`src/rtl/top_bar_vga_if.sv`:
```
// -----------------------------------------------------------------------------
// top_bar_vga_if
// Camera read bus between the VGA timing/tracker block and the camera frame
// memory. The tracker presents a read coordinate and the memory answers
// combinationally with the 8-bit RGB pixel stored at that coordinate.
//
// Signals
//   cam_x  [9:0]  horizontal read coordinate (raw VGA h counter, 0..799)
//   cam_y  [8:0]  vertical read coordinate (low 9 bits of the VGA v counter)
//   r_top  [7:0]  red   component of the pixel at (cam_x, cam_y)
//   g_top  [7:0]  green component of the pixel at (cam_x, cam_y)
//   b_top  [7:0]  blue  component of the pixel at (cam_x, cam_y)
//
// Modports
//   master : tracker side, drives the coordinate and receives the pixel
//   slave  : camera memory side
// -----------------------------------------------------------------------------
interface top_bar_vga_if;
  logic [9:0] cam_x;
  logic [8:0] cam_y;
  logic [7:0] r_top;
  logic [7:0] g_top;
  logic [7:0] b_top;

  modport master (output cam_x, cam_y, input r_top, g_top, b_top);
  modport slave  (input cam_x, cam_y, output r_top, g_top, b_top);
endinterface

```
`src/rtl/top_bar_vga.sv`:
```
// -----------------------------------------------------------------------------
// top_bar_vga
// VGA 640x480@60 timing generator with a colour-target tracker.
//   * Scans the camera memory through the cam bus and produces a registered
//     detection mask (255/0) and an annotated copy of the image.
//   * Accumulates the coordinates of target pixels inside the camera area
//     (cam_x < CAM_W, v < V_VIS) and, once per frame, divides the sums by the
//     pixel count with a sequential restoring divider to get the barycentre.
//
// Ports
//   CLK_top            in   pixel clock (25 MHz)
//   reset_top          in   synchronous reset, active low
//   SW1_top            in   1 = tracking/annotation on, 0 = pass-through
//   cam                bus  top_bar_vga_if.master (cam_x/cam_y out, RGB in)
//   rout/gout/bout_top out  annotated pixel stream
//   r/g/b_out_proc     out  detection mask, 255 or 0 on all three channels
//   X/Y_barycentre_top out  barycentre of the previous frame (camera coords)
//   HSYNC_top          out  horizontal sync, active low
//   VSYNC_top          out  vertical sync, active low
//   IMG_top            out  1 inside the visible area
// All pixel outputs, syncs and IMG are registered one clock after the
// coordinate that produced them.
//
// Build option
//   CROSSHAIR_EN : when defined, the marker is a full-length crosshair through
//                  the barycentre; otherwise a 5x5 square centred on it.
//   Both are limited to the camera area and drawn in (0, MARK_C, 0).
//
// The timing parameters default to the 640x480@60 mode; they exist so the
// same logic can be exercised with a reduced raster.
// -----------------------------------------------------------------------------
module top_bar_vga #(
  parameter int         H_VIS  = 640,
  parameter int         H_FP   = 16,
  parameter int         H_SYNC = 96,
  parameter int         H_BP   = 48,
  parameter int         V_VIS  = 480,
  parameter int         V_FP   = 10,
  parameter int         V_SYNC = 2,
  parameter int         V_BP   = 33,
  parameter int         CAM_W  = 512,
  parameter logic [7:0] R_MIN  = 8'd128,
  parameter logic [7:0] GB_MAX = 8'd64,
  parameter logic [7:0] MARK_C = 8'd255
) (
  input  logic                 CLK_top,
  input  logic                 reset_top,
  input  logic                 SW1_top,
  top_bar_vga_if.master        cam,
  output logic [7:0]           rout_top,
  output logic [7:0]           gout_top,
  output logic [7:0]           bout_top,
  output logic [7:0]           r_out_proc,
  output logic [7:0]           g_out_proc,
  output logic [7:0]           b_out_proc,
  output logic [8:0]           X_barycentre_top,
  output logic [8:0]           Y_barycentre_top,
  output logic                 HSYNC_top,
  output logic                 VSYNC_top,
  output logic                 IMG_top
);

  localparam logic [9:0] H_VIS_C  = 10'(H_VIS);
  localparam logic [9:0] H_LAST_C = 10'(H_VIS + H_FP + H_SYNC + H_BP - 1);
  localparam logic [9:0] HS_BEG_C = 10'(H_VIS + H_FP);
  localparam logic [9:0] HS_END_C = 10'(H_VIS + H_FP + H_SYNC);
  localparam logic [9:0] V_VIS_C  = 10'(V_VIS);
  localparam logic [9:0] V_LAST_C = 10'(V_VIS + V_FP + V_SYNC + V_BP - 1);
  localparam logic [9:0] VS_BEG_C = 10'(V_VIS + V_FP);
  localparam logic [9:0] VS_END_C = 10'(V_VIS + V_FP + V_SYNC);
  localparam logic [9:0] CAM_W_C  = 10'(CAM_W);
  localparam logic [4:0] LAST_STEP = 5'd26;  // 27 quotient bits per division

  typedef enum logic [1:0] {DIV_IDLE, DIV_X, DIV_Y} div_state_t;

  // ---------------------------------------------------------------------------
  // Raster counters
  // ---------------------------------------------------------------------------
  logic [9:0] h_q, h_d, v_q, v_d;

  always_comb begin
    h_d = h_q + 10'd1;
    v_d = v_q;
    if (h_q == H_LAST_C) begin
      h_d = '0;
      v_d = (v_q == V_LAST_C) ? '0 : v_q + 10'd1;
    end
  end

  assign cam.cam_x = h_q;
  assign cam.cam_y = v_q[8:0];

  // ---------------------------------------------------------------------------
  // Pixel classification for the coordinate currently on the bus
  // ---------------------------------------------------------------------------
  logic       vis, valid, target, hit, in_mark, frame_start;
  logic [8:0] x_bary_q, x_bary_d, y_bary_q, y_bary_d;

  assign vis         = (h_q < H_VIS_C) && (v_q < V_VIS_C);
  assign valid       = (h_q < CAM_W_C) && (v_q < V_VIS_C);
  assign target      = (cam.r_top > R_MIN) && (cam.g_top < GB_MAX) && (cam.b_top < GB_MAX);
  assign hit         = target && valid && SW1_top;
  assign frame_start = (h_q == 10'd0) && (v_q == 10'd0);

`ifdef CROSSHAIR_EN
  assign in_mark = valid && ((h_q == {1'b0, x_bary_q}) || (v_q == {1'b0, y_bary_q}));
`else
  // 11-bit arithmetic so that "h + 2 >= X" cannot wrap near the counter top.
  logic [10:0] h_ext, v_ext, x_ext, y_ext;
  logic        near_x, near_y;
  assign h_ext   = {1'b0, h_q};
  assign v_ext   = {1'b0, v_q};
  assign x_ext   = {2'b0, x_bary_q};
  assign y_ext   = {2'b0, y_bary_q};
  assign near_x  = (h_ext + 11'd2 >= x_ext) && (h_ext <= x_ext + 11'd2);
  assign near_y  = (v_ext + 11'd2 >= y_ext) && (v_ext <= y_ext + 11'd2);
  assign in_mark = valid && near_x && near_y;
`endif

  // ---------------------------------------------------------------------------
  // Registered video outputs
  // ---------------------------------------------------------------------------
  logic       hsync_q, hsync_d, vsync_q, vsync_d, img_q, img_d;
  logic [7:0] mask_q, mask_d;
  logic [7:0] rout_q, rout_d, gout_q, gout_d, bout_q, bout_d;

  always_comb begin
    hsync_d = !((h_q >= HS_BEG_C) && (h_q < HS_END_C));
    vsync_d = !((v_q >= VS_BEG_C) && (v_q < VS_END_C));
    img_d   = vis;
    mask_d  = '0;
    rout_d  = '0;
    gout_d  = '0;
    bout_d  = '0;
    if (vis) begin
      rout_d = cam.r_top;
      gout_d = cam.g_top;
      bout_d = cam.b_top;
      if (SW1_top) begin
        if (target) mask_d = 8'hFF;
        if (in_mark) begin
          rout_d = 8'd0;
          gout_d = MARK_C;
          bout_d = 8'd0;
        end
      end
    end
  end

  // ---------------------------------------------------------------------------
  // Accumulators. The clear at (0,0) and the contribution of pixel (0,0) are
  // merged so that pixel is not lost.
  // ---------------------------------------------------------------------------
  logic [26:0] sum_x_q, sum_x_d, sum_y_q, sum_y_d;
  logic [17:0] cnt_q, cnt_d;

  always_comb begin
    sum_x_d = (frame_start ? 27'd0 : sum_x_q) + (hit ? {17'd0, h_q} : 27'd0);
    sum_y_d = (frame_start ? 27'd0 : sum_y_q) + (hit ? {17'd0, v_q} : 27'd0);
    cnt_d   = (frame_start ? 18'd0 : cnt_q) + (hit ? 18'd1 : 18'd0);
  end

  // ---------------------------------------------------------------------------
  // Restoring divider: sum_x/cnt, then sum_y/cnt, 27 steps each. Operands are
  // captured at (0, V_VIS), long before the accumulators clear at (0,0).
  // dvd_q shifts the dividend out at the top and the quotient in at the bottom.
  // ---------------------------------------------------------------------------
  div_state_t  state_q, state_d;
  logic [26:0] dvd_q, dvd_d, sy_op_q, sy_op_d, quo_next;
  logic [17:0] rem_q, rem_d, dvs_q, dvs_d, rem_sub;
  logic [18:0] rem_shift;
  logic [4:0]  step_q, step_d;
  logic [8:0]  qx_q, qx_d;
  logic        rem_ge, div_start;

  assign div_start = (h_q == 10'd0) && (v_q == V_VIS_C) && (cnt_q != 18'd0);
  assign rem_shift = {rem_q, dvd_q[26]};
  assign rem_ge    = rem_shift >= {1'b0, dvs_q};
  // Only used when rem_ge, where the true difference is below dvs_q.
  assign rem_sub   = rem_shift[17:0] - dvs_q;
  assign quo_next  = {dvd_q[25:0], rem_ge};

  always_comb begin
    state_d  = state_q;
    dvd_d    = dvd_q;
    rem_d    = rem_q;
    dvs_d    = dvs_q;
    sy_op_d  = sy_op_q;
    step_d   = step_q;
    qx_d     = qx_q;
    x_bary_d = x_bary_q;
    y_bary_d = y_bary_q;
    case (state_q)
      DIV_IDLE: begin
        if (div_start) begin
          state_d = DIV_X;
          dvd_d   = sum_x_q;
          sy_op_d = sum_y_q;
          dvs_d   = cnt_q;
          rem_d   = '0;
          step_d  = '0;
        end
      end
      DIV_X: begin
        dvd_d  = quo_next;
        rem_d  = rem_ge ? rem_sub : rem_shift[17:0];
        step_d = step_q + 5'd1;
        if (step_q == LAST_STEP) begin
          qx_d    = quo_next[8:0];
          dvd_d   = sy_op_q;
          rem_d   = '0;
          step_d  = '0;
          state_d = DIV_Y;
        end
      end
      DIV_Y: begin
        dvd_d  = quo_next;
        rem_d  = rem_ge ? rem_sub : rem_shift[17:0];
        step_d = step_q + 5'd1;
        if (step_q == LAST_STEP) begin
          // Both coordinates update on the same edge.
          x_bary_d = qx_q;
          y_bary_d = quo_next[8:0];
          state_d  = DIV_IDLE;
        end
      end
      default: state_d = DIV_IDLE;
    endcase
  end

  // ---------------------------------------------------------------------------
  // State registers
  // ---------------------------------------------------------------------------
  always_ff @(posedge CLK_top) begin
    if (!reset_top) begin
      h_q      <= '0;
      v_q      <= '0;
      hsync_q  <= 1'b1;
      vsync_q  <= 1'b1;
      img_q    <= 1'b0;
      mask_q   <= '0;
      rout_q   <= '0;
      gout_q   <= '0;
      bout_q   <= '0;
      sum_x_q  <= '0;
      sum_y_q  <= '0;
      cnt_q    <= '0;
      state_q  <= DIV_IDLE;
      dvd_q    <= '0;
      rem_q    <= '0;
      dvs_q    <= '0;
      sy_op_q  <= '0;
      step_q   <= '0;
      qx_q     <= '0;
      x_bary_q <= '0;
      y_bary_q <= '0;
    end else begin
      h_q      <= h_d;
      v_q      <= v_d;
      hsync_q  <= hsync_d;
      vsync_q  <= vsync_d;
      img_q    <= img_d;
      mask_q   <= mask_d;
      rout_q   <= rout_d;
      gout_q   <= gout_d;
      bout_q   <= bout_d;
      sum_x_q  <= sum_x_d;
      sum_y_q  <= sum_y_d;
      cnt_q    <= cnt_d;
      state_q  <= state_d;
      dvd_q    <= dvd_d;
      rem_q    <= rem_d;
      dvs_q    <= dvs_d;
      sy_op_q  <= sy_op_d;
      step_q   <= step_d;
      qx_q     <= qx_d;
      x_bary_q <= x_bary_d;
      y_bary_q <= y_bary_d;
    end
  end

  assign HSYNC_top        = hsync_q;
  assign VSYNC_top        = vsync_q;
  assign IMG_top          = img_q;
  assign r_out_proc       = mask_q;
  assign g_out_proc       = mask_q;
  assign b_out_proc       = mask_q;
  assign rout_top         = rout_q;
  assign gout_top         = gout_q;
  assign bout_top         = bout_q;
  assign X_barycentre_top = x_bary_q;
  assign Y_barycentre_top = y_bary_q;

endmodule

```
`src/flat_wrapper.sv`:
```
// flat-port wrapper written by rule: the top's interface ports become plain ports
module top_bar_vga_flat 
#(
  parameter int         H_VIS  = 640,
  parameter int         H_FP   = 16,
  parameter int         H_SYNC = 96,
  parameter int         H_BP   = 48,
  parameter int         V_VIS  = 480,
  parameter int         V_FP   = 10,
  parameter int         V_SYNC = 2,
  parameter int         V_BP   = 33,
  parameter int         CAM_W  = 512,
  parameter logic [7:0] R_MIN  = 8'd128,
  parameter logic [7:0] GB_MAX = 8'd64,
  parameter logic [7:0] MARK_C = 8'd255
)
  (CLK_top, reset_top, SW1_top, rout_top, gout_top, bout_top, r_out_proc, g_out_proc, b_out_proc, X_barycentre_top, Y_barycentre_top, HSYNC_top, VSYNC_top, IMG_top, cam_cam_x, cam_cam_y, cam_r_top, cam_g_top, cam_b_top);
  top_bar_vga_if cam_i ();
  input  logic CLK_top;
  input  logic reset_top;
  input  logic SW1_top;
  output logic [7:0] rout_top;
  output logic [7:0] gout_top;
  output logic [7:0] bout_top;
  output logic [7:0] r_out_proc;
  output logic [7:0] g_out_proc;
  output logic [7:0] b_out_proc;
  output logic [8:0] X_barycentre_top;
  output logic [8:0] Y_barycentre_top;
  output logic HSYNC_top;
  output logic VSYNC_top;
  output logic IMG_top;
  output wire logic [$bits(cam_i.cam_x)-1:0] cam_cam_x;
  output wire logic [$bits(cam_i.cam_y)-1:0] cam_cam_y;
  input wire logic [$bits(cam_i.r_top)-1:0] cam_r_top;
  input wire logic [$bits(cam_i.g_top)-1:0] cam_g_top;
  input wire logic [$bits(cam_i.b_top)-1:0] cam_b_top;
  assign cam_cam_x = cam_i.cam_x;
  assign cam_cam_y = cam_i.cam_y;
  assign cam_i.r_top = cam_r_top;
  assign cam_i.g_top = cam_g_top;
  assign cam_i.b_top = cam_b_top;
  top_bar_vga #(.H_VIS(H_VIS), .H_FP(H_FP), .H_SYNC(H_SYNC), .H_BP(H_BP), .V_VIS(V_VIS), .V_FP(V_FP), .V_SYNC(V_SYNC), .V_BP(V_BP), .CAM_W(CAM_W), .R_MIN(R_MIN), .GB_MAX(GB_MAX), .MARK_C(MARK_C)) u_core (.CLK_top(CLK_top), .reset_top(reset_top), .SW1_top(SW1_top), .cam(cam_i), .rout_top(rout_top), .gout_top(gout_top), .bout_top(bout_top), .r_out_proc(r_out_proc), .g_out_proc(g_out_proc), .b_out_proc(b_out_proc), .X_barycentre_top(X_barycentre_top), .Y_barycentre_top(Y_barycentre_top), .HSYNC_top(HSYNC_top), .VSYNC_top(VSYNC_top), .IMG_top(IMG_top));
endmodule
```
`config.mk`:
```
export PLATFORM = sky130hd
export DESIGN_NAME = top_bar_vga_flat
export DESIGN_NICKNAME = d
export VERILOG_FILES = /design/src/rtl/top_bar_vga_if.sv /design/src/rtl/top_bar_vga.sv /design/src/flat_wrapper.sv
export SDC_FILE = /design/constraint.sdc
export NUM_CORES = 1
export LEC_CHECK = 0
export BUFFER_PORTS_ARGS = -buffer_cell sky130_fd_sc_hd__clkbuf_2
export CORE_MARGIN = 2
export CORE_UTILIZATION = 63
export DETAILED_ROUTE_END_ITERATION = 10
export PLACE_DENSITY = 0.88
export SETUP_SLACK_MARGIN = 0.2
export SLEW_MARGIN = 20
export SYNTH_ARGS = -nofsm -noshare
export SYNTH_HDL_FRONTEND = slang
export SYNTH_SLANG_ARGS = --single-unit
export TNS_END_PERCENT = 50
```
`constraint.sdc`:
```
create_clock -name CLK_top -period 9.31 [get_ports CLK_top]
set_clock_uncertainty 0.2 [all_clocks]
set_input_delay 2.3275 -clock CLK_top [delete_from_list [all_inputs] [get_ports CLK_top]]
set_output_delay 2.3275 -clock CLK_top [all_outputs]
set_load 0.005 [all_outputs]
```
After elaboration in Yosys (flattened, before gate mapping)
Index checks and enable logic that the tools add are counted.
{"block": "classes", "reduce_logical": 30, "n_addsub": 11, "n_eq_ne": 9, "muxes": 28, "n_bitwise": 1, "n_lt_le_gt_ge": 15}
{"op": "$mux 27", "n": 4}
{"op": "$pmux 27 s3", "n": 1}
{"op": "$mux 18", "n": 4}
{"op": "$mux 8", "n": 7}
{"op": "$add 27x27->27", "n": 2}
{"op": "$pmux 18 s3", "n": 1}
{"op": "$lt 10x10->1 const B", "n": 3}
{"op": "$mux 10", "n": 3}
{"op": "$add 10x2->11 const B", "n": 2}
{"op": "$ge 11x9->1", "n": 2}
{"op": "$le 10x11->1", "n": 2}
{"op": "$add 10x1->10 const B", "n": 2}
{"op": "$add 9x2->10 const B", "n": 2}
{"op": "$eq 10x10->1 const B", "n": 2}
{"op": "$logic_not 10->1", "n": 2}
{"op": "$lt 10x9->1 const B", "n": 2}
{"op": "$ge 19x18->1", "n": 1}
{"op": "$add 18x18->18", "n": 1}
{"op": "$reduce_bool 18->1", "n": 1}
{"op": "$sub 18x18->18", "n": 1}
{"op": "$lt 8x7->1 const B", "n": 2}
{"op": "$logic_and 1x1->1", "n": 15}
{"op": "$pmux 5 s3", "n": 1}
{"op": "$eq 10x9->1 const B", "n": 1}
{"op": "other kinds (19)", "n": 30}
{"block": "word_totals", "elab_cells": 115, "output_inout_bits": 88, "ff_bits": 251}

Depth between registers and ports, before layout
Gate-level depths: netlist (run 1).
{"block": "logic_depth", "ltp_word": 7, "depth_mapped": 21}

Worst setup path after synthesis (run 1)
Ideal clock, no wire load.
{"block": "synth_timing", "path_kind": "input to register", "startpoint": "input cam_g_top[7]", "endpoint": "register u_core.sum_x_q[26]", "t_required_ns": 9.039, "stages": 17, "t_arrival_ns": 5.840, "path_buffers": 2, "slack_ns": 3.199, "cell_sequence": "nor4_1 nand4_1 nor3b_1 clkbuf_1 and2_1 ha_1 inv_1 fa_1 and2b_1 o21ai_1 a21oi_2 o21ai_1 a211oi_2 o21ai_1 buf_2 or4_1 a21oi_1"}
{"block": "synth_between", "elab_chain_cells": 7}
{"element": "from (decl)", "line": "flat_wrapper.sv:36", "text": "input wire logic [$bits(cam_i.g_top)-1:0] cam_g_top;"}
{"element": "$lt 8x7->1", "line": "top_bar_vga.sv:101", "text": "assign target = (cam.r_top > R_MIN) && (cam.g_top < GB_MAX) && (cam.b_top < GB_MAX);"}
{"element": "$logic_and 1x1->1 (2 in series)", "line": "top_bar_vga.sv:101"}
{"element": "$logic_and 1x1->1 (2 in series)", "line": "top_bar_vga.sv:102", "text": "assign hit = target && valid && SW1_top;"}
{"element": "$mux 10", "line": "top_bar_vga.sv:158", "text": "sum_x_d = (frame_start ? 27'd0 : sum_x_q) + (hit ? {17'd0, h_q} : 27'd0);"}
{"element": "$add 27x27->27", "line": "top_bar_vga.sv:158"}
{"element": "to (signal assigned)", "line": "top_bar_vga.sv:267", "text": "sum_x_q <= sum_x_d;"}
{"element": "to (decl)", "line": "top_bar_vga.sv:154", "text": "logic [26:0] sum_x_q, sum_x_d, sum_y_q, sum_y_d;"}
No other way between the ends.
A chain may end at the register's enable or synchronous reset.

Worst setup path after layout (run 1)
{"block": "layout_timing", "startpoint": "input cam_g_top[7]", "endpoint": "register u_core.sum_x_q[22]"}
Same word-level chain as after synthesis.

==> results of run 1 <==
metal layers:
layer / vias up / global-route usage (%)
met3: 90 / 3.670
met1: 5587 / 38.37
met4: 0 / 9.810
li1: 5802 / -
met2: 398 / 49.06
met5: - / 0
cell families after synthesis:
family | synth area share [%]
other cells | 0.02824
simple gates | 23.07
buf+inv | 6.680
compound gates | 17.99
xor+xnor | 5.738
fa+ha+maj | 9.027
mux | 0.6879
flops | 36.79
power breakdown:
group	internal, mW	switching, mW	total, mW
clock	0.611	0.414	1.02
sequential	1.06	0.00747	1.06
combinational	0.0319	0.0579	0.0898
total	1.70	0.479	2.18
critical path: cells and delay by family:
kind | cells | cell delay, ps
AOI/OAI and AO/OA | 6 | 1210
and+or+nand+nor | 6 | 1720
buffers and inverters | 3 | 400
adders and majority gates | 2 | 550
sequential cells by signal, indices dropped and copies added (netlist names):
name and count:
u_core.gout_top 8, u_core.rem_q 18, u_core.dvd_q 27, u_core.bout_top 8, u_core.HSYNC_top 1, u_core.IMG_top 1
u_core.rout_top 8, u_core.step_q 5, u_core.cnt_q 18, u_core.sum_x_q 27, u_core.qx_q 9, u_core.v_q 10
u_core.dvs_q 18, u_core.VSYNC_top 1, u_core.sy_op_q 27, u_core.cam.cam_x 10, u_core.state_q 2, u_core.X_barycentre_top 9
u_core.sum_y_q 27, u_core.b_out_proc 1, u_core.Y_barycentre_top 9
cells in the final DEF (no fill, tap or decap), drive strengths merged, types with 62 or more instances in the layout:
cell	n
dfxtp	244
ha	91
inv	75
nor2	154
o21ai	62
clkbuf	151
and2	66
nand2	254
a21oi	184
worst max-delay path by stage:
stage,slack [ps],startpoint,to,cells past startpoint
finish,3340,cam_g_top[7],u_core.sum_x_q[22],17
detailed placement,3050,cam_g_top[7],u_core.sum_x_q[24],17
global placement,3160,cam_g_top[7],u_core.sum_x_q[22],17
global route,3020,cam_g_top[7],u_core.sum_x_q[22],17
CTS,3390,cam_g_top[7],u_core.sum_x_q[22],17
floorplan,3200,cam_g_top[7],u_core.sum_x_q[26],17
final cells by class:
type | count | share of cell area, %
clock buffers | 37 | 5.166
clock inverters | 7 | 0.6285
flip-flops and latches | 244 | 33.61
repair buffers | 125 | 4.494
well taps | 275 | 2.368
inverters | 74 | 1.929
multi-input cells | 1239 | 51.80
per-stage QoR:
step | utilization [%] | instances | cell area [sq um] | hold WS [ps] | setup WS, ps
final | 69.79 | 2001 | 14530 | 249.9 | 3339
after detailed placement | 65.75 | 1957 | 13690 | 244.0 | 3049
after global placement | 65.75 | 1957 | 13690 | 239.5 | 3163
after CTS | 69.79 | 2001 | 14530 | 252.7 | 3388
after floorplan | - | 1670 | 13280 | 231.7 | 3199
after global routing | 69.79 | 2001 | 14530 | 271.3 | 3021
==> flow_metrics.py, run 1 <==
metrics = {
    "status": {
        "status": "complete, no violations",
    },
    "route": {
        "wire_per_inst_um": 16.19,
        "top_layer_used": "met4",
        "wl_met3_mm": 2.032,
        "wl_met1_mm": 13.87,
        "vias": 11877,
        "antenna_left": 0,
        "viasPerCell": 5.936,
        "totalWireLength_mm": 32.39,
        "drt_first_pass_iters": 7,
        "dr_wl_met2_mm": 15.41,
        "drt_drc_violations_left": 0,
        "drt_iter0_markers": 821,
    },
    "sta": {
        "slew_violations": 0,
        "tightest_slew_ps": 982.3,
        "hold_viol_final": 0,
        "clock.fmax_ghz": 0.1675,
        "period_share_pct": 64.14,
        "slew_headroom_pct": 34.51,
        "rsz0062_at_grt": "false",
        "timing.setup.tns_ps": 0,
        "period_needed_ps": 5971,
        "final-setup-viol-count": 0,
    },
    "logic_synthesis": {
        "syn-cell-area_sq_um": 13280,
        "async_flop_share_pct": 0,
        "synth_top_area_share_pct": 36.79,
        "ys_warn_count": 0,
        "synth_most_common_cell": "nand2_1",
        "synth_common_cells": "nand2_1 (253), dfxtp_1 (244), a21oi_1 (181)",
        "synth_edf_count": 0,
        "yosys.area.top_type": "dfxtp_1",
        "synth_flop_cell": "dfxtp_1",
        "synth_seq_area_share_pct": 36.79,
        "ys_types": 69,
        "synth_area_leaders": "dfxtp_1 (37%), ha_1 (8.6%), nand2_1 (7.2%)",
        "syn_inst": 1669,
        "synth_area_per_cell_sq_um": 7.956,
        "ys_ff_latch": 244,
    },
    "global_routing": {
        "gr-usage-all-layers_pct": 28.99,
        "grt_pass1_vias": 11126,
        "grt_max_degree": 92,
        "grt_first_pass_wirelength_mm": 54.08,
        "grt_overflow": 0,
        "antenna_found_initial": 0,
    },
    "die": {
        "die_area_sq_um": 22250,
        "core.rowCount": 53,
        "start_util_pct": 63.77,
        "ios": 115,
        "die_h_um": 149.2,
        "die_x_um": 149.2,
        "core_sq_um": 20820,
    },
    "setup_path": {
        "reg2reg_to": "u_core.sum_x_q[22]",
        "crit_path_frequent_cell": "o21ai_1",
        "critPathKind": "in2reg",
        "reg2reg_setup_slack_ps": 4430,
        "reg2regPathDepth": 17,
        "critPathArrivalTime_ps": 6220,
        "crit_path_top_delay_cell": "or4_1",
        "critPathCaptureType": "flip-flop",
        "slowest_delay_ps": 590,
        "required_ps": 9560,
        "cp_max_fo": 19,
        "path_cells": "clkbuf_2 -> nor4_1 -> nand4_1 -> nor3b_2 -> buf_4 -> and2_1 -> ha_1 -> inv_1 -> fa_1 -> and2b_1 -> o21ai_1 -> a21oi_2 -> o21ai_1 -> a211oi_2 -> o21ai_1 -> or4_1 -> a21oi_1",
        "cp-start-kind": "input port",
        "timing.rr.start": "u_core.cam.cam_x[0]",
    },
    "finish": {
        "syn2layout_area_growth_pct": 9.441,
        "multiInputGateArea_sq_um": 7528,
        "nets": 1830,
        "final-seq-area_sq_um": 4885,
        "nFillCells": 1576,
        "diodes": 0,
        "layout-drive-gt1-share_pct": 11.18,
    },
    "cts": {
        "clkSlewWorstSetupHoldPaths_ps": 60,
        "clk_path_buf_depth": 3,
        "holdBufCountCts": 0,
        "clock_sinks": 244,
        "clk_latency_ps": 530,
        "cts_setup_buffers": 0,
        "cts_tree": "done",
        "cts_buffers": 25,
        "cts_resized": 0,
        "cts-root-buf": "clkbuf_16",
        "h-tree-depth": 1,
    },
    "power_and_ir_drop": {
        "cellPowerDensity_nw_per_um2": 149.9,
        "ir_drop_uv": 139.3,
        "p_leak_nw": 5.663,
        "power.total_mw": 2.178,
    },
    "hold_path": {
        "hp-start": "u_core.sum_y_q[3]",
        "hold_path.class": "reg2reg",
        "min_to": "u_core.sy_op_q[3]",
        "whs_path_depth": 2,
    },
    "job": {
        "cap_violations": 0,
    },
    "placed_design": {
        "io_buffers": 114,
        "gp_congestion": 0.8930,
        "dpl.hpwl_mm": 22.33,
    },
}
Note: power is estimated with default switching activity, not from simulation.
==> run 2, diff against run 1 <==
--- a/config.mk
+++ b/config.mk
@@ -7,9 +7,9 @@
 export LEC_CHECK = 0
 export BUFFER_PORTS_ARGS = -buffer_cell sky130_fd_sc_hd__clkbuf_2
 export CORE_MARGIN = 2
-export CORE_UTILIZATION = 63
+export CORE_UTILIZATION = 60
 export DETAILED_ROUTE_END_ITERATION = 10
-export PLACE_DENSITY = 0.88
+export PLACE_DENSITY = 0.84
 export SETUP_SLACK_MARGIN = 0.2
 export SLEW_MARGIN = 20
 export SYNTH_ARGS = -nofsm -noshare
==> constraint.sdc (replaced) <==
create_clock -name CLK_top -period 5.5 [get_ports CLK_top]
set_clock_uncertainty 0.2 [all_clocks]
set_input_delay 1.375 -clock CLK_top [delete_from_list [all_inputs] [get_ports CLK_top]]
set_output_delay 1.375 -clock CLK_top [all_outputs]
set_load 0.005 [all_outputs]
==> run 2 against run 1 <==
  * Global-route usage down 2.6 points
  * Power is 71% higher
  * Die area increased by 4.9%
  * Via count shrank 0.61%
  * Critical endpoint is now u_core.sum_y_q[18]
  * Highest routed layer unchanged
==> flow_metrics.py, run 2 (synthesis gave the netlist of run 1 again) <==
metrics = {
    "hold_path": {
        "hold_path.class": "reg2reg",
        "whs_path_depth": 2,
    },
    "die": {
        "core.rowCount": 54,
        "ios": 115,
        "die_x_um": 152.8,
        "die_h_um": 152.8,
        "start_util_pct": 61.04,
        "core_sq_um": 21760,
        "die_area_sq_um": 23340,
    },
    "cts": {
        "cts_tree": "done",
        "cts_setup_buffers": 0,
        "clkSlewWorstSetupHoldPaths_ps": 60,
        "clk_path_buf_depth": 3,
        "clk_latency_ps": 540,
        "clock_sinks": 244,
        "holdBufCountCts": 0,
        "cts_resized": 0,
        "cts-root-buf": "clkbuf_16",
        "h-tree-depth": 1,
        "cts_buffers": 26,
    },
    "setup_path": {
        "cp_max_fo": 11,
        "path_cells": "clkbuf_2 -> nor4_1 -> nand4_1 -> nor3b_2 -> buf_4 -> nand2_1 -> fa_1 -> nor2b_1 -> o21ai_1 -> a21boi_1 -> o21ai_1 -> a211oi_1 -> o31ai_2 -> or3_1 -> a21oi_1",
        "reg2reg_setup_slack_ps": 1000,
        "reg2regPathDepth": 14,
        "crit_cells": 15,
        "crit_path_top_delay_cell": "a211oi_1",
        "slowest_delay_ps": 500,
        "cp_num_buf_inv": 2,
        "critPathKind": "in2reg",
        "crit_family": "simple AND/OR/NAND/NOR gates",
        "critPathCaptureType": "flip-flop",
        "crit_path_frequent_cell": "o21ai_1",
        "cp-start-kind": "input port",
        "critPathArrivalTime_ps": 5110,
        "required_ps": 5750,
    },
    "power_and_ir_drop": {
        "p_leak_nw": 5.696,
        "p_seq_share_pct": 48.3,
        "cellPowerDensity_nw_per_um2": 254.9,
        "intPower_mw": 2.889,
        "switching_share_pct": 22.42,
        "switchingPower_mw": 0.8352,
        "p_clk_share_pct": 47.5,
        "ir_drop_uv": 211.1,
        "combPwrFrac_pct": 4.2,
    },
    "sta": {
        "slew_headroom_pct": 46.86,
        "final-setup-viol-count": 0,
        "timing.setup.tns_ps": 0,
        "slew_violations": 0,
        "period_share_pct": 88.30,
        "period_needed_ps": 4857,
        "holdWs_ps": 252.1,
        "final.setup.worst_slack_ps": 643.4,
        "hold_viol_final": 0,
        "rsz0062_at_grt": "false",
        "clock.fmax_ghz": 0.2059,
        "tightest_slew_ps": 792.4,
    },
    "global_routing": {
        "grt_max_degree": 56,
        "gr-usage-all-layers_pct": 26.40,
        "grt_overflow": 0,
        "grt_pass1_vias": 11133,
        "antenna_found_initial": 0,
        "grt_first_pass_wirelength_mm": 53.33,
    },
    "placed_design": {
        "place_ws_ps": 37.98,
        "dpl.hpwl_mm": 22.13,
        "dp_cells": 1967,
        "gp_congestion": 0.9520,
        "io_buffers": 114,
    },
    "route": {
        "antenna_left": 0,
        "totalWireLength_mm": 31.70,
        "vias": 11805,
        "drt_drc_violations_left": 0,
        "drt_first_pass_iters": 5,
        "drt_iter0_markers": 832,
        "viasPerCell": 5.861,
        "wire_per_inst_um": 15.74,
    },
    "finish": {
        "layout-drive-gt1-share_pct": 11.65,
        "diodes": 0,
        "syn2layout_area_growth_pct": 10.04,
        "final_cell_mix": "nand2_1 (253), dfxtp_1 (244), a21oi_1 (181)",
        "nFillCells": 1774,
        "final_cells": 2014,
        "nets": 1836,
        "final_common_cell": "nand2_1",
    },
    "job": {
        "cap_violations": 0,
    },
    "status": {
        "status": "complete, no violations",
    },
}
==> run 2: cell types whose count changed in the layout (fill, tap and decap cells not counted), sizes merged <==
| cell | previous run | this run |
|---|---|---|
| clkinvlp | 1 | 2 |
| inv | 75 | 74 |
| buf | 11 | 16 |
| clkinv | 3 | 7 |
| clkbuf | 151 | 150 |
==> run 2: worst min-delay path, delay by kind of cell (launching register included) <==
family	cells	cell delay (ps)
simple gates	1	50
flops	1	310
compound gates	1	50
==> run 2: metal layers <==
metal | up-vias | wire (um) | global-route usage [%]
met5 | - | 0 | 0
met4 | 0 | 647 | 7.672
met3 | 65 | 1917 | 3.441
met2 | 367 | 14800 | 43.75
met1 | 5548 | 14340 | 36.23
li1 | 5825 | - | -
==> run 2: final cells by class <==
| type | instances | area [sq um] | share of cell area, % |
|---|---|---|---|
| multi-input combinational | 1239 | 7533 | 51.55 |
| inverter | 74 | 280.3 | 1.918 |
| clock buffer | 36 | 748.2 | 5.120 |
| clock inverter | 11 | 125.1 | 0.8562 |
| sequential | 244 | 4885 | 33.43 |
| tap | 280 | 350.3 | 2.397 |
| timing repair buffer | 130 | 690.7 | 4.726 |
==> run 2: power groups by stage <==
stage / Clock (mW) / Sequential, mW / Combinational (mW)
3_5_place_dp: 0 / 1.84 / 0.153
3_3_place_gp: 0 / 1.84 / 0.150
4_1_cts: 1.79 / 1.80 / 0.155
6_report: 1.77 / 1.80 / 0.156
2_1_floorplan: 0 / 1.84 / 0.0952
5_1_grt: 1.87 / 1.80 / 0.171
==> run 2: stage by stage <==
| stage | area, sq um | total power, mW | utilization, % |
|---|---|---|---|
| floorplan | 13280 | 1.933 | - |
| global placement | 13730 | 1.989 | 63.13 |
| detailed placement | 13730 | 1.993 | 63.13 |
| CTS | 14610 | 3.749 | 67.14 |
| global route | 14610 | 3.839 | 67.17 |
| finish | 14610 | 3.725 | 67.17 |
==> run 2: worst paths after layout <==
path | to | from
max | u_core.sum_y_q[18] | cam_g_top[7]
min | u_core.sy_op_q[17] | u_core.sy_op_q[17]
min reg2reg | u_core.sy_op_q[17] | u_core.sy_op_q[17]
max reg2reg | u_core.sum_y_q[18] | u_core.v_q[5]
==> run 3, diff against run 2 <==
--- a/config.mk
+++ b/config.mk
@@ -5,11 +5,11 @@
 export SDC_FILE = /design/constraint.sdc
 export NUM_CORES = 1
 export LEC_CHECK = 0
+export ABC_AREA = 1
 export BUFFER_PORTS_ARGS = -buffer_cell sky130_fd_sc_hd__clkbuf_2
-export CORE_MARGIN = 2
-export CORE_UTILIZATION = 60
+export CORE_UTILIZATION = 61
 export DETAILED_ROUTE_END_ITERATION = 10
-export PLACE_DENSITY = 0.84
+export PLACE_DENSITY = 0.85
 export SETUP_SLACK_MARGIN = 0.2
 export SLEW_MARGIN = 20
 export SYNTH_ARGS = -nofsm -noshare
==> constraint.sdc (replaced) <==
create_clock -name CLK_top -period 5 [get_ports CLK_top]
set_clock_uncertainty 0.2 [all_clocks]
set_input_delay 1.25 -clock CLK_top [delete_from_list [all_inputs] [get_ports CLK_top]]
set_output_delay 1.25 -clock CLK_top [all_outputs]
set_load 0.005 [all_outputs]
==> run 3 against run 2 <==
  * Register-to-register slack improved by 80 ps
  * Clock power rose by 18%
  * Via count rose by 18%
  * Setup slack improved by 190 ps
  * Power rose by 15%
  * First-iteration DRC count rose by 48%
  * Synthesized cell count rose by 27%
  * Die area rose by 3.2%
  * Combinational power rose by 38%
  * Global-route usage rose by 3.9 points
  * Synthesized area rose by 7.8%
  * Critical path type unchanged
  * Highest routed layer unchanged
==> flow_metrics.py, run 3 <==
metrics = {
    "logic_synthesis": {
        "synth_most_common_cell": "nand2_1",
        "synth_top_area_share_pct": 34.13,
        "syn-cell-area_sq_um": 14310,
        "synth_area_leaders": "dfxtp_1 (34%), nand2_1 (13%), ha_1 (8.0%)",
        "ys_types": 49,
        "syn_inst": 2121,
        "synth_edf_count": 0,
        "yosys.area.top_type": "dfxtp_1",
        "async_flop_share_pct": 0,
        "synth_area_per_cell_sq_um": 6.747,
        "ys_warn_count": 0,
        "ys_ff_latch": 244,
        "synth_seq_area_share_pct": 34.13,
        "synth_common_cells": "nand2_1 (483), inv_1 (252), dfxtp_1 (244)",
        "synth_flop_cell": "dfxtp_1",
    },
    "cts": {
        "holdBufCountCts": 0,
        "clock_sinks": 244,
        "cts_resized": 0,
        "cts_setup_buffers": 0,
        "cts_tree": "done",
        "cts-root-buf": "clkbuf_16",
        "clk_latency_ps": 540,
        "h-tree-depth": 1,
        "cts_buffers": 27,
        "clk_path_buf_depth": 3,
        "clkSlewWorstSetupHoldPaths_ps": 60,
    },
    "die": {
        "start_util_pct": 62.63,
        "core.rowCount": 55,
        "die_area_sq_um": 24080,
        "ios": 115,
        "die_x_um": 155.2,
        "die_h_um": 155.2,
        "core_sq_um": 22850,
    },
    "sta": {
        "period_share_pct": 83.39,
        "period_needed_ps": 4170,
        "final.setup.worst_slack_ps": 830.4,
        "holdWs_ps": 233.5,
        "slew_violations": 0,
        "hold_viol_final": 0,
        "tightest_slew_ps": 822.4,
        "timing.setup.tns_ps": 0,
        "clock.fmax_ghz": 0.2398,
        "rsz0062_at_grt": "false",
        "final-setup-viol-count": 0,
        "slew_headroom_pct": 44.98,
    },
    "route": {
        "vias": 13876,
        "drt_iter0_markers": 1232,
        "drt_first_pass_iters": 5,
        "antenna_left": 0,
        "wire_per_inst_um": 14.79,
        "drt_drc_violations_left": 0,
        "totalWireLength_mm": 36.97,
        "viasPerCell": 5.550,
    },
    "global_routing": {
        "grt_overflow": 0,
        "grt_pass1_vias": 12778,
        "grt_first_pass_wirelength_mm": 60.24,
        "gr-usage-all-layers_pct": 30.27,
        "antenna_found_initial": 0,
        "grt_max_degree": 64,
    },
    "finish": {
        "nets": 2287,
        "final_common_cell": "nand2_1",
        "layout-drive-gt1-share_pct": 10.70,
        "diodes": 0,
        "syn2layout_area_growth_pct": 9.478,
        "final_cell_mix": "nand2_1 (483), inv_1 (252), dfxtp_1 (244)",
        "final-seq-area_sq_um": 4885,
        "nFillCells": 1929,
        "final_area_sq_um": 15670,
        "multiInputGateArea_sq_um": 7780,
    },
    "power_and_ir_drop": {
        "ir_drop_uv": 232.9,
        "p_leak_nw": 7.102,
        "power.total_mw": 4.276,
        "cellPowerDensity_nw_per_um2": 273.0,
    },
    "setup_path": {
        "cp_max_fo": 16,
        "reg2reg_setup_slack_ps": 1080,
        "cp-start-kind": "input port",
        "critPathCaptureType": "flip-flop",
        "critPathArrivalTime_ps": 4390,
        "required_ps": 5220,
        "critPathKind": "in2reg",
    },
    "status": {
        "status": "complete, no violations",
    },
    "placed_design": {
        "placed_area_sq_um": 14730,
        "place_ws_ps": 462.9,
        "dpl.hpwl_mm": 25.97,
        "io_buffers": 114,
        "gp_congestion": 0.9640,
    },
    "hold_path": {
        "hold_path.class": "reg2reg",
    },
    "job": {
        "cap_violations": 0,
    },
}
[run 3: cell families after synthesis]
family / after synthesis / synth area share [%]
AOI/OAI and AO/OA: 448 / 16.39
xor gates and xnor gates: 39 / 2.387
and+or+nand+nor: 914 / 27.15
adders and majority gates: 94 / 8.376
DFF: 244 / 34.13
buffers and inverters: 381 / 11.53
other: 1 / 0.02621
[run 3: power breakdown]
group          internal [mW]  total [mW]  switching [mW]
clock network           1.26        2.08           0.825
registers               1.97        1.98          0.0117
logic                 0.0668       0.216           0.149
[run 3: worst max-delay path, stage by stage]
cell	delay (ps)
clkbuf_2	90
nor2_1	110
nand3_1	80
nor4_1	360
nand2_1	520
buf_4	330
nor2_1	150
ha_1	320
nand2_1	90
nand2_1	60
a21oi_1	130
nand2_1	60
nor2_1	230
o21ai_1	200
nand2_1	160
nor2_1	60
o21ai_1	110
nor2_1	50
[run 3: layer usage]
| layer | routed length, um | global-route usage (%) | vias up |
|---|---|---|---|
| li1 | - | - | 6926 |
| met1 | 15660 | 37.87 | 6353 |
| met2 | 17780 | 53.45 | 516 |
| met3 | 2440 | 3.788 | 81 |
| met4 | 1091 | 10.61 | 0 |
| met5 | 0 | 0 | - |
[run 3: area by class of cell]
cell class | count | area share [%]
timing repair buffer | 125 | 4.185
inverter | 271 | 6.493
multi-input combinational | 1497 | 49.66
clock inverter | 17 | 1.270
tap | 313 | 2.500
clock buffer | 33 | 4.712
sequential | 244 | 31.18
[run 3: through the flow]
step / util (%) / instances
after floorplan: - / 2122
after global placement: 64.47 / 2450
after detailed placement: 64.47 / 2450
after CTS: 68.57 / 2500
after global routing: 68.57 / 2500
final: 68.57 / 2500
[run 3: final timing paths]
kind	from	to	depth (start not counted)
worst max-delay path	cam_b_top[6]	u_core.sum_y_q[21]	18
worst min-delay path	u_core.sum_y_q[4]	u_core.sy_op_q[4]	2
worst max register to register	u_core.v_q[5]	u_core.sum_y_q[21]	19
worst min register to register	u_core.sum_y_q[4]	u_core.sy_op_q[4]	2
